$ cat config.mk
export PLATFORM = sky130hd
export DESIGN_NAME = mtd_sync_fifo
export DESIGN_NICKNAME = d
export VERILOG_FILES = /design/src/rtl/mtd_fifo_pkg.sv /design/src/rtl/mtd_fifo_ram.sv /design/src/rtl/mtd_sync_fifo.sv
export SDC_FILE = /design/constraint.sdc
export NUM_CORES = 1
export LEC_CHECK = 0
export BUFFER_PORTS_ARGS = -buffer_cell sky130_fd_sc_hd__buf_4
export CORE_MARGIN = 3
export CORE_UTILIZATION = 28
export CTS_CLUSTER_SIZE = 24
export DETAILED_ROUTE_END_ITERATION = 8
export PLACE_DENSITY = 0.53
export SLEW_MARGIN = 20
export SYNTH_ARGS = -nofsm -noshare
export SYNTH_HDL_FRONTEND = slang
export SYNTH_HIERARCHICAL = 1
export SYNTH_SLANG_ARGS = --single-unit
$ cat constraint.sdc
create_clock -name clk -period 9.6 [get_ports clk]
set_clock_uncertainty 0.1 [all_clocks]
set_input_delay 0.48 -clock clk [delete_from_list [all_inputs] [get_ports clk]]
set_output_delay 0.48 -clock clk [all_outputs]
set_load 0.03 [all_outputs]
$ cat src/rtl/mtd_fifo_pkg.sv
// Shared helpers for the MTD synchronous FIFO: level/pointer width function,
// parameter legality checks and the packed status structures.
package mtd_fifo_pkg;

    // Pointers and the level counter share this width: address bits plus a wrap bit.
    function automatic int level_width(input int depth);
        return $clog2(depth) + 1;
    endfunction

    function automatic bit is_pow2(input int v);
        return (v > 0) && ((v & (v - 1)) == 0);
    endfunction

    function automatic bit params_ok(
        input int width,
        input int depth,
        input int afull_lvl,
        input int aempty_lvl
    );
        return (width >= 1) && (depth >= 4) && is_pow2(depth)
            && (afull_lvl >= 1) && (afull_lvl <= depth)
            && (aempty_lvl >= 0) && (aempty_lvl <= depth - 1);
    endfunction

    typedef struct packed {
        logic full;
        logic empty;
        logic afull;
        logic aempty;
    } flags_t;

    typedef struct packed {
        logic ovf;
        logic udf;
    } err_t;

endpackage

$ cat src/rtl/mtd_fifo_ram.sv
// Simple dual-port register array for the MTD FIFO: one synchronous write port and
// one read port, registered by default or asynchronous when MTD_FIFO_FWFT_EN is defined.
module mtd_fifo_ram #(
    parameter int WIDTH = 16,
    parameter int DEPTH = 16,
    parameter int AW    = $clog2(DEPTH)
) (
    input  logic             clk,
    input  logic             rst,
    input  logic             we,
    input  logic [AW-1:0]    waddr,
    input  logic [WIDTH-1:0] wdata,
    input  logic             re,
    input  logic [AW-1:0]    raddr,
    output logic [WIDTH-1:0] rdata
);

    // NOTE: the storage array has no reset; validity is tracked by the pointers alone,
    // which keeps the array mappable onto reset-free flops or distributed RAM.
    logic [WIDTH-1:0] mem [DEPTH];

    always_ff @(posedge clk) begin
        if (we) begin
            mem[waddr] <= wdata;
        end
    end

`ifdef MTD_FIFO_FWFT_EN
    assign rdata = mem[raddr];

    logic unused_ctrl;
    assign unused_ctrl = rst ^ re;
`else
    // A simultaneous write to the same entry lands after this read samples the old word.
    always_ff @(posedge clk) begin
        if (rst) begin
            rdata <= '0;
        end else if (re) begin
            rdata <= mem[raddr];
        end
    end
`endif

endmodule

$ cat src/rtl/mtd_sync_fifo.sv
// Single-clock parametrised FIFO with level count, threshold flags and sticky errors.
// Define MTD_FIFO_FWFT_EN for first-word-fall-through reads instead of registered RD.
module mtd_sync_fifo
    import mtd_fifo_pkg::*;
#(
    parameter int WIDTH      = 16,
    parameter int DEPTH      = 16,
    parameter int AFULL_LVL  = 12,
    parameter int AEMPTY_LVL = 2,
    parameter int LW         = level_width(DEPTH)
) (
    input  logic             clk,
    input  logic             rst,
    input  logic [WIDTH-1:0] wd,
    input  logic             we,
    input  logic             re,
    input  logic             clr_err,
    output logic [WIDTH-1:0] rd,
    output logic             full,
    output logic             empty,
    output logic             afull,
    output logic             aempty,
    output logic [LW-1:0]    level,
    output logic             ovf,
    output logic             udf
);

    localparam int AW = LW - 1;

    typedef logic [LW-1:0] ptr_t;

    if (!params_ok(WIDTH, DEPTH, AFULL_LVL, AEMPTY_LVL)) begin : g_bad_params
        $error("mtd_sync_fifo: illegal WIDTH/DEPTH/AFULL_LVL/AEMPTY_LVL combination");
    end

    ptr_t   wptr_q;
    ptr_t   rptr_q;
    ptr_t   level_q;
    err_t   err_q;
    flags_t flags;

    logic wr_acc;
    logic rd_acc;

    assign flags.full   = (level_q == ptr_t'(DEPTH));
    assign flags.empty  = (level_q == '0);
    assign flags.afull  = (level_q >= ptr_t'(AFULL_LVL));
    assign flags.aempty = (level_q <= ptr_t'(AEMPTY_LVL));

    // A read frees the slot the write needs, so a full FIFO still accepts a write alongside a pop.
    assign rd_acc = re & ~flags.empty;
    assign wr_acc = we & (~flags.full | rd_acc);

    // NOTE: sequential state uses non-blocking assignments so every register
    // samples pre-edge values regardless of statement order in the block.
    always_ff @(posedge clk) begin
        if (rst) begin
            wptr_q  <= '0;
            rptr_q  <= '0;
            level_q <= '0;
            err_q   <= '0;
        end else begin
            if (wr_acc) begin
                wptr_q <= wptr_q + ptr_t'(1);
            end
            if (rd_acc) begin
                rptr_q <= rptr_q + ptr_t'(1);
            end
            level_q <= level_q + ptr_t'(wr_acc) - ptr_t'(rd_acc);

            // A fresh error outranks a clear request in the same cycle.
            if (we && !wr_acc) begin
                err_q.ovf <= 1'b1;
            end else if (clr_err) begin
                err_q.ovf <= 1'b0;
            end
            if (re && !rd_acc) begin
                err_q.udf <= 1'b1;
            end else if (clr_err) begin
                err_q.udf <= 1'b0;
            end
        end
    end

    mtd_fifo_ram #(
        .WIDTH (WIDTH),
        .DEPTH (DEPTH),
        .AW    (AW)
    ) u_ram (
        .clk   (clk),
        .rst   (rst),
        .we    (wr_acc & ~rst),
        .waddr (wptr_q[AW-1:0]),
        .wdata (wd),
        .re    (rd_acc),
        .raddr (rptr_q[AW-1:0]),
        .rdata (rd)
    );

    assign full   = flags.full;
    assign empty  = flags.empty;
    assign afull  = flags.afull;
    assign aempty = flags.aempty;
    assign level  = level_q;
    assign ovf    = err_q.ovf;
    assign udf    = err_q.udf;

endmodule

[Word-level counts from Yosys, hierarchy flattened]
Memory sizes are Yosys's and may differ from the RTL's. A register that Yosys moved wholly into a read port is not among the register bits.
Cells that the tools add are included.
Word-level totals
  bits in registers: 17
  bits in writable memories: 256
  output and inout bits: 27
  memories: 1
Cells by class
  $add $sub $neg: 4
  $lt $le $gt $ge: 2
  equality and inequality tests: 1
  muxes and demuxes: 5
  bitwise logic cells: 7
  reduce and logical (&&, ||, !) cells: 7
Memories
  u_ram.mem: depth 16, bits a word 16, read ports 1, clocked after memory_dff 1, write ports 1, RTL line mtd_fifo_ram.sv:20  | logic [WIDTH-1:0] mem [DEPTH];
Operators with widths (count)
  adder 5 x 1 -> 5 bit, second input constant: 2
  adder 5 x 1 -> 5 bit: 1
  equality test 5 bit, second input constant: 1
  >= comparator 5 x 4 -> 1 bit, second input constant: 1
  less-or-equal comparator 5 x 2 -> 1 bit, second input constant: 1
  logical NOT 5 bit: 1
  two-way mux 1 bit: 5
  subtractor 5 x 1 -> 5 bit: 1
  nonzero test 2 bit: 2
  AND 1 bit: 3
  NOT 1 bit: 3
  logical AND 1 bit: 2
  logical NOT 1 bit: 2
  bitwise OR 1 bit: 1

[Logic depth before layout (Yosys ltp)]
Gate-level depths: netlist of the first run.
  depth in word-level cells: 8
  gate-level depth with buffers: 12

[By module]
The synthesis of the first run kept the hierarchy.
Modules (own cells, without submodules)
  mtd_fifo_ram: times used 1, cells each 606, area an instance 10545.1 um^2, seq. area each 8007.7 um^2
  mtd_sync_fifo: times used 1, cells each 91, area an instance 844.6 um^2, seq. area each 300.3 um^2

[Worst setup path after synthesis of the first run]
OpenSTA, ideal clock, no wires.
  path kind: flip-flop to flip-flop
  from: reg level_q[2], in the netlist level[2]
  to: mem u_ram.mem[0][0], enable pin
  library setup time: 0.409 ns
  arrival: 2.989 ns
  data required time: 9.091 ns
  slack: 6.102 ns
  stages on the path, launching flop included: 8
  path buffers: 0
  period minus slack after synthesis: 3.498 ns
  cells stage by stage: dfxtp_1 > inv_1 > ha_1 > nand4bb_1 > o21ai_2 > nor2_1 > or3b_2 > nor3_1
On the way
  longest elaborated chain between the ends: 8
RTL lines
  start: declaration: RTL line mtd_sync_fifo.sv:38  | ptr_t level_q;
  start signal: assignment: RTL line mtd_sync_fifo.sv:69  | level_q <= level_q + ptr_t'(wr_acc) - ptr_t'(rd_acc);
  logical NOT 5 bit: RTL line mtd_sync_fifo.sv:46  | assign flags.empty = (level_q == '0);
  NOT 1 bit: RTL line mtd_sync_fifo.sv:51  | assign rd_acc = re & ~flags.empty;
  AND 1 bit: RTL line mtd_sync_fifo.sv:51
  bitwise OR 1 bit *: RTL line mtd_sync_fifo.sv:52  | assign wr_acc = we & (~flags.full | rd_acc);
  AND 1 bit *: RTL line mtd_sync_fifo.sv:52
  AND 1 bit *: RTL line mtd_sync_fifo.sv:92  | .we (wr_acc & ~rst),
  two-way mux 1 bit *: RTL line mtd_fifo_ram.sv:23  | if (we) begin
  two-way mux 1 bit (not written as such) *: RTL line mtd_fifo_ram.sv:24  | mem[waddr] <= wdata;
  end: declaration: RTL line mtd_fifo_ram.sv:20
Every way passes the cells marked *; elsewhere a longest branch is shown, timed or not.

[Worst setup path in the final report of the first run]
  from: reg level_q[2], in the netlist level[2]
  to: mem u_ram.mem[0][2], enable pin
The elaborated chain is that of the path after synthesis.

==> summary.md, run 1 <==
| Metric | Value |
|---|---|
| Status | complete, no violations |
| Top FF cell, synth | edfxtp_1 |
| Port bufs | 47 |
| Post-CTS Setup Bufs | 0 |
| Clk pwr share | 35.7% |
| Initial Util | around 29% |
| Power density over the cells | between 200 and 250 nW/µm² |
| Register area share after synthesis | between 70 and 80% |
| Initial antenna violation count | 0 |
| H-tree lvl count | 1 |
| Die Wd | 207.7 µm |
| Number of flops mapped to enable cells by yosys | 256 |
| Largest net degree at the start of global routing | 64 |
| Maximum VDD drop | 0.1686 mV |
| CTS tree | done |
| CTS buffer count | 30 |
| Antenna-violating nets left | 0 |
| Met3 track demand over resource | about 2% |
| Worst setup path class | flop to flop |
| Hold path start | we |
| Unrepaired setup endpoints after global routing | no |
| Maxcap violations | 0 |
| Syn Nets | 730 |
| Number of global-route vias before repair | 6358 |
| Final Util | between 30% and 40% |
| M1 GR Usage | between 10% and 20% |
| Seq cells post-synth | 287 |
| Reg-to-reg critical path startpoint | level[2] |
| Minimum clock period | 3363 ps |
| Maximum clock rate | roughly 300 MHz |
| Clk buf depth | 3 |
| Layout Nets | around 790 |
| # IOs | 48 |
| HPWL after DPL | 14.43 mm |
| Most frequent cells in the layout | 256 x edfxtp_1, 129 x mux2i_1, 63 x buf_4 |
| Comb power frac | between 10% and 20% |
| Leading cell type in the layout, fill and taps excluded | edfxtp_1 |
| Vias | between 6000 and 7000 |
| DRC viols | 0 |
| Crit path from | level[2] |
| Cell area after layout | around 13000 µm² |
| Sw frac | 27.69% |
| TritonRoute pass-1 iters | 4 |
| CTS Hold Bufs | 0 |
| Syn Inst Count | approximately 700 |
| Headroom to the max-slew limit | ~22% |
| GR Util met2 | a little under a fifth |
| Avg Inst Size Synth | between 15 and 20 µm² |
| Final hold vios | 0 |
| Total Neg Setup Slack | 0 ps |
| Post_cts resized | 0 |
| Finish-stage setup viols | 0 |
| Die Area | around 43000 µm² |
| Total power | between 3 and 4 mW |
| DR iter-0 viols | between 300 and 400 |
| R2r worst-path depth | 8 |
| CP required | roughly 9800 ps |
| Clock sinks | about 290 |
| Final Max Tran Viols | 0 |
| Max FO, Critical Path | 9 |
| Sequential share of power | between 40 and 50% |
| Skew-Pair Late Insertion Delay | approximately 560 ps |
| CTS root buf | clkbuf_16 |
| Worst setup EP type | flop |
| Synthesized cell area | between 10000 and 15000 µm² |
| Startpoint type of the worst setup path | flop |
| Avg WL per Cell | roughly 20 µm |
| Slew at the pin closest to its max-slew limit | roughly 1200 ps |
| Final WL | about 26 mm |
| Count of different cell masters after synthesis | slightly above 40 |
| GR peak layer | met2 |
| Worst Hold Depth | 3 |
| Post-synthesis async set-or-reset flop share | 0% |
| Core Rows | 73 |
| Clock-pin slew on the worst setup and hold paths | 60 ps |
| LEAKAGE | roughly 4.2 nW |
| Core Area | 39910 µm² |
| GRT Overall Usage | 12.02% |
| Area Growth Syn to Fin | 16.43% |
| Hold crit path type | input port to flop |
| Final period utilization | a little over a third |
| Vias/cell | roughly 4.7 |
| Layout cells sized above 1 | approximately 18% |
| Arr. time, crit path | 3510 ps |
| Synth warn | 6 |
| Die Height | 207.7 µm |
| Psw | about 850 µW |
| Placer Congestion | about 0.74 |
| Placed inst area | approximately 12000 µm² |
| ANT cells | 0 |
| GRT overflow | 0 |
| P_int | 2.215 mW |
| First-pass GRT wire length | around 40 mm |
## power groups by stage
stage | logic, mW | registers, mW | clock network [mW]
2_1_floorplan | 0.257 | 1.54 | 0
3_3_place_gp | 0.508 | 1.49 | 0
3_5_place_dp | 0.510 | 1.49 | 0
4_1_cts | 0.513 | 1.46 | 1.13
5_1_grt | 0.556 | 1.47 | 1.18
6_report | 0.506 | 1.46 | 1.09
## cells in the mapped netlist, types with 2 or more instances
cell type,count,area share (%)
edfxtp_1,256,67
mux2i_1,129,11
nand3_1,50,2.2
a22oi_1,48,3.2
nand2_1,34,1.1
dfxtp_1,31,5.4
nor2_1,29,0.96
a21oi_1,21,0.92
buf_2,11,0.48
ha_1,11,1.2
clkbuf_1,9,0.30
xor2_1,8,0.62
inv_1,7,0.23
nor2b_1,6,0.33
buf_12,5,0.88
buf_6,4,0.40
buf_8,4,0.53
nor3_1,4,0.18
nand2b_1,3,0.16
nand3b_1,3,0.20
o21ai_0,3,0.13
nand3_2,2,0.18
## worst max-delay path: stages (launching register included)
cell and delay, ps:
dfxtp_1 420, inv_1 110, ha_1 220, nand4bb_1 200, o21ai_2 120, nor2_1 210, or3b_2 590, nor3_2 740
buf_4 340
## flip-flops by register name (all words and copies together), names as in the netlist
signal       cells
rptr_q           4
wptr_q           4
u_ram/mem      256
u_ram/rdata     16
ovf              1
udf              1
level            5
## through the flow
| stage | hold WS, ps | setup WS (ps) | cells |
|---|---|---|---|
| after global placement | 341.1 | 6302 | 1251 |
| after floorplan | 412.4 | 6102 | 697 |
| after global routing | 103.9 | 5981 | 1307 |
| final | 118.5 | 6237 | 1307 |
| after detailed placement | 347.5 | 6258 | 1251 |
| after CTS | 91.65 | 6245 | 1306 |
## metal layers
layer / vias to the layer above / wire, µm / share of wire, %
met1: 3126 / 12760 / 49
met5: - / 0 / 0
met2: 131 / 11820 / 45
li1: 2818 / - / -
met4: 0 / 474 / 1.8
met3: 38 / 1107 / 4.2
## cell type report
cell class / count / area [µm²]
clock buffers: 36 / 813.3
clock inverters: 19 / 128.9
fillers: 3838 / 26650
inverters: 8 / 30.03
multi-input cells: 368 / 2828
flip-flops and latches: 287 / 8312
well taps: 525 / 656.9
repair buffers: 64 / 493.0
## path summary, 6_finish.rpt
check / slack [ps] / to
max: 6240 / u_ram/mem[0][2]
min: 120 / ovf
min reg2reg: 350 / u_ram/rdata[7]
max reg2reg: 6240 / u_ram/mem[0][2]
## logic make-up after synthesis
group / count (synthesis) / share of synthesized area [%]
xor+xnor: 8 / 0.6152
flops: 287 / 72.94
fa+ha+maj: 12 / 1.384
mux: 129 / 11.34
compound gates: 78 / 4.636
simple gates: 141 / 6.174
buf+inv: 42 / 2.911
Note: power is estimated with default switching activity, not from simulation.
==> inputs of run 2 (changes only) <==
--- a/config.mk
+++ b/config.mk
@@ -10,7 +10,7 @@
 export CORE_UTILIZATION = 28
 export CTS_CLUSTER_SIZE = 24
 export DETAILED_ROUTE_END_ITERATION = 8
-export PLACE_DENSITY = 0.53
+export PLACE_DENSITY = 0.55
 export SLEW_MARGIN = 20
 export SYNTH_ARGS = -nofsm -noshare
 export SYNTH_HDL_FRONTEND = slang
==> constraint.sdc (replaced) <==
create_clock -name clk -period 2.7 [get_ports clk]
set_clock_uncertainty 0.1 [all_clocks]
set_input_delay 0.135 -clock clk [delete_from_list [all_inputs] [get_ports clk]]
set_output_delay 0.135 -clock clk [all_outputs]
set_load 0.03 [all_outputs]
==> summary.md, run 2 (synthesized netlist as in run 1, its figures left out) <==
| Metric | Value |
|---|---|
| Maxcap violations | 0 |
| GRT Overall Usage | a little under an eighth |
| Non-filler instance count after layout | approximately 1400 |
| Sw frac | between 20% and 30% |
| Total Neg Setup Slack | 0 ps |
| Clock-pin slew on the worst setup and hold paths | about 60 ps |
| Placer Congestion | 0.7794 |
| Initial Util | between 20 and 30% |
| R2R setup slack | approximately 150 ps |
| CP required | around 3100 ps |
| First-pass GRT wire length | roughly 40 mm |
| Max FO, Critical Path | 4 |
| Maximum clock rate | just under 400 MHz |
| Leading cell type in the layout, fill and taps excluded | edfxtp_1 |
| Total power | 10.92 mW |
| Die Wd | 207.7 µm |
| ANT cells | 0 |
| Clk buf depth | 3 |
| M1 GR Usage | between 10% and 20% |
| Final WL | approximately 26 mm |
| Clk pwr share | roughly a third |
| Final Util | roughly 34% |
| Max FFs per register | about 260 |
| LEAKAGE | between 4 and 5 nW |
| CTS tree | done |
| Antenna-violating nets left | 0 |
| Unrepaired setup endpoints after global routing | no |
| Startpoint type of the worst setup path | flop |
| Area Growth Syn to Fin | 20.66% |
| Headroom to the max-slew limit | a little under a third |
| Placed cell count | 1273 |
| GRT overflow | 0 |
| CTS root buf | clkbuf_16 |
| Arr. time, crit path | 2940 ps |
| Psw | a little over 3 mW |
| Final setup margin | around 150 ps |
| Final period utilization | a little over nine tenths |
| Maximum VDD drop | between 0.6 and 0.7 mV |
| Vias/cell | about 4.6 |
| Power density over the cells | a little under 800 nW/µm² |
| GR Util met2 | between 10% and 20% |
| Layout Nets | 837 |
| TritonRoute pass-1 iters | 4 |
| Die Height | between 200 and 250 µm |
| Vias | 6198 |
| Die Area | 43130 µm² |
| Sequential share of power | approximately 48% |
| Minimum clock period | ~2600 ps |
| DRC viols | 0 |
| Layout cells sized above 1 | 19.35% |
| Finish-stage setup viols | 0 |
| Core Rows | 73 |
| P_int | approximately 8 mW |
| Met3 track demand over resource | roughly 2.1% |
| Final Max Tran Viols | 0 |
| CTS buffer count | 29 |
| Most frequent cells in the layout | 256 x edfxtp_1, 129 x mux2i_1, 77 x buf_4 |
| Worst setup path class | flop to flop |
| Hold crit path type | input port to flop |
| Skew-Pair Late Insertion Delay | approximately 550 ps |
| Slew at the pin closest to its max-slew limit | 1028 ps |
| Final hold vios | 0 |
| Cell area after layout | ~14000 µm² |
| H-tree lvl count | 1 |
| Hold WS | roughly 360 ps |
| Avg WL per Cell | between 15 and 20 µm |
| Worst setup EP type | flop |
| # IOs | 48 |
| Number of global-route vias before repair | 6127 |
| Port bufs | 47 |
| GR peak layer | met2 |
| Initial antenna violation count | 0 |
| Comb power frac | 17.8% |
| Pre-CTS WS | ~47 ps |
| Core Area | roughly 40000 µm² |
| Status | complete, no violations |
| Placed inst area | approximately 13000 µm² |
| Largest net degree at the start of global routing | between 50 and 60 |
| HPWL after DPL | around 15 mm |
| Clock sinks | about 290 |
| Register bank with the most flops | u_ram/mem |
| DR iter-0 viols | roughly 380 |
==> run 2: cell count changes in the layout (fill, tap and decap cells not counted), sizes merged <==
cell	change
clkbuf	+11
dlygate4sd3	+24
buf	+22
clkinv	-12
==> run 2: routing by layer <==
layer | part of all wire [%] | vias to the layer above
li1 | - | 2904
met1 | 48 | 3133
met2 | 45 | 133
met3 | 4.7 | 28
met4 | 1.7 | 0
met5 | 0 | -
==> run 2: path summary, 6_finish.rpt <==
path / startpoint / to / cells past startpoint
setup / recovery: level[2] / level[4] / 12
hold / removal: wd[9] / u_ram/mem[0][9] / 2
setup reg to reg: level[2] / level[4] / 12
hold reg to reg: u_ram/rdata[7] / u_ram/rdata[7] / 2
==> run 2: cell type report <==
type	instances	area (µm²)
well taps	525	656.9
fillers	3798	26170
inverters	8	35.03
multi-input cells	368	2850
repair buffers	110	998.5
clock inverters	7	80.08
flip-flops and latches	287	8319
clock buffers	47	803.3
==> run 2: timing repair <==
action | CTS | global route
hold buffers | 24 | 0
hold endpoints to repair | 271 | 0
gates resized for setup | 0 | 6
setup endpoints to repair | 0 | 1
buffers inserted | 0 | 1
==> run 2: critical path, stage by stage (launching register included) <==
cell      delay, ps
dfxtp_4         360
inv_4            70
ha_4            120
or4b_4          470
nand2_4          80
or2_2           110
o21ai_1          70
ha_2            200
fa_2            330
nand2b_1         70
a21oi_1          70
or3_1           300
a21oi_1         120
==> run 2: power groups by stage <==
stage | sequential, mW | combinational, mW | clock (mW)
2_1_floorplan | 5.48 | 0.921 | 0
3_3_place_gp | 5.30 | 1.89 | 0
3_5_place_dp | 5.30 | 1.89 | 0
4_1_cts | 5.21 | 1.94 | 3.86
5_1_grt | 5.23 | 2.12 | 4.05
6_report | 5.21 | 1.94 | 3.77
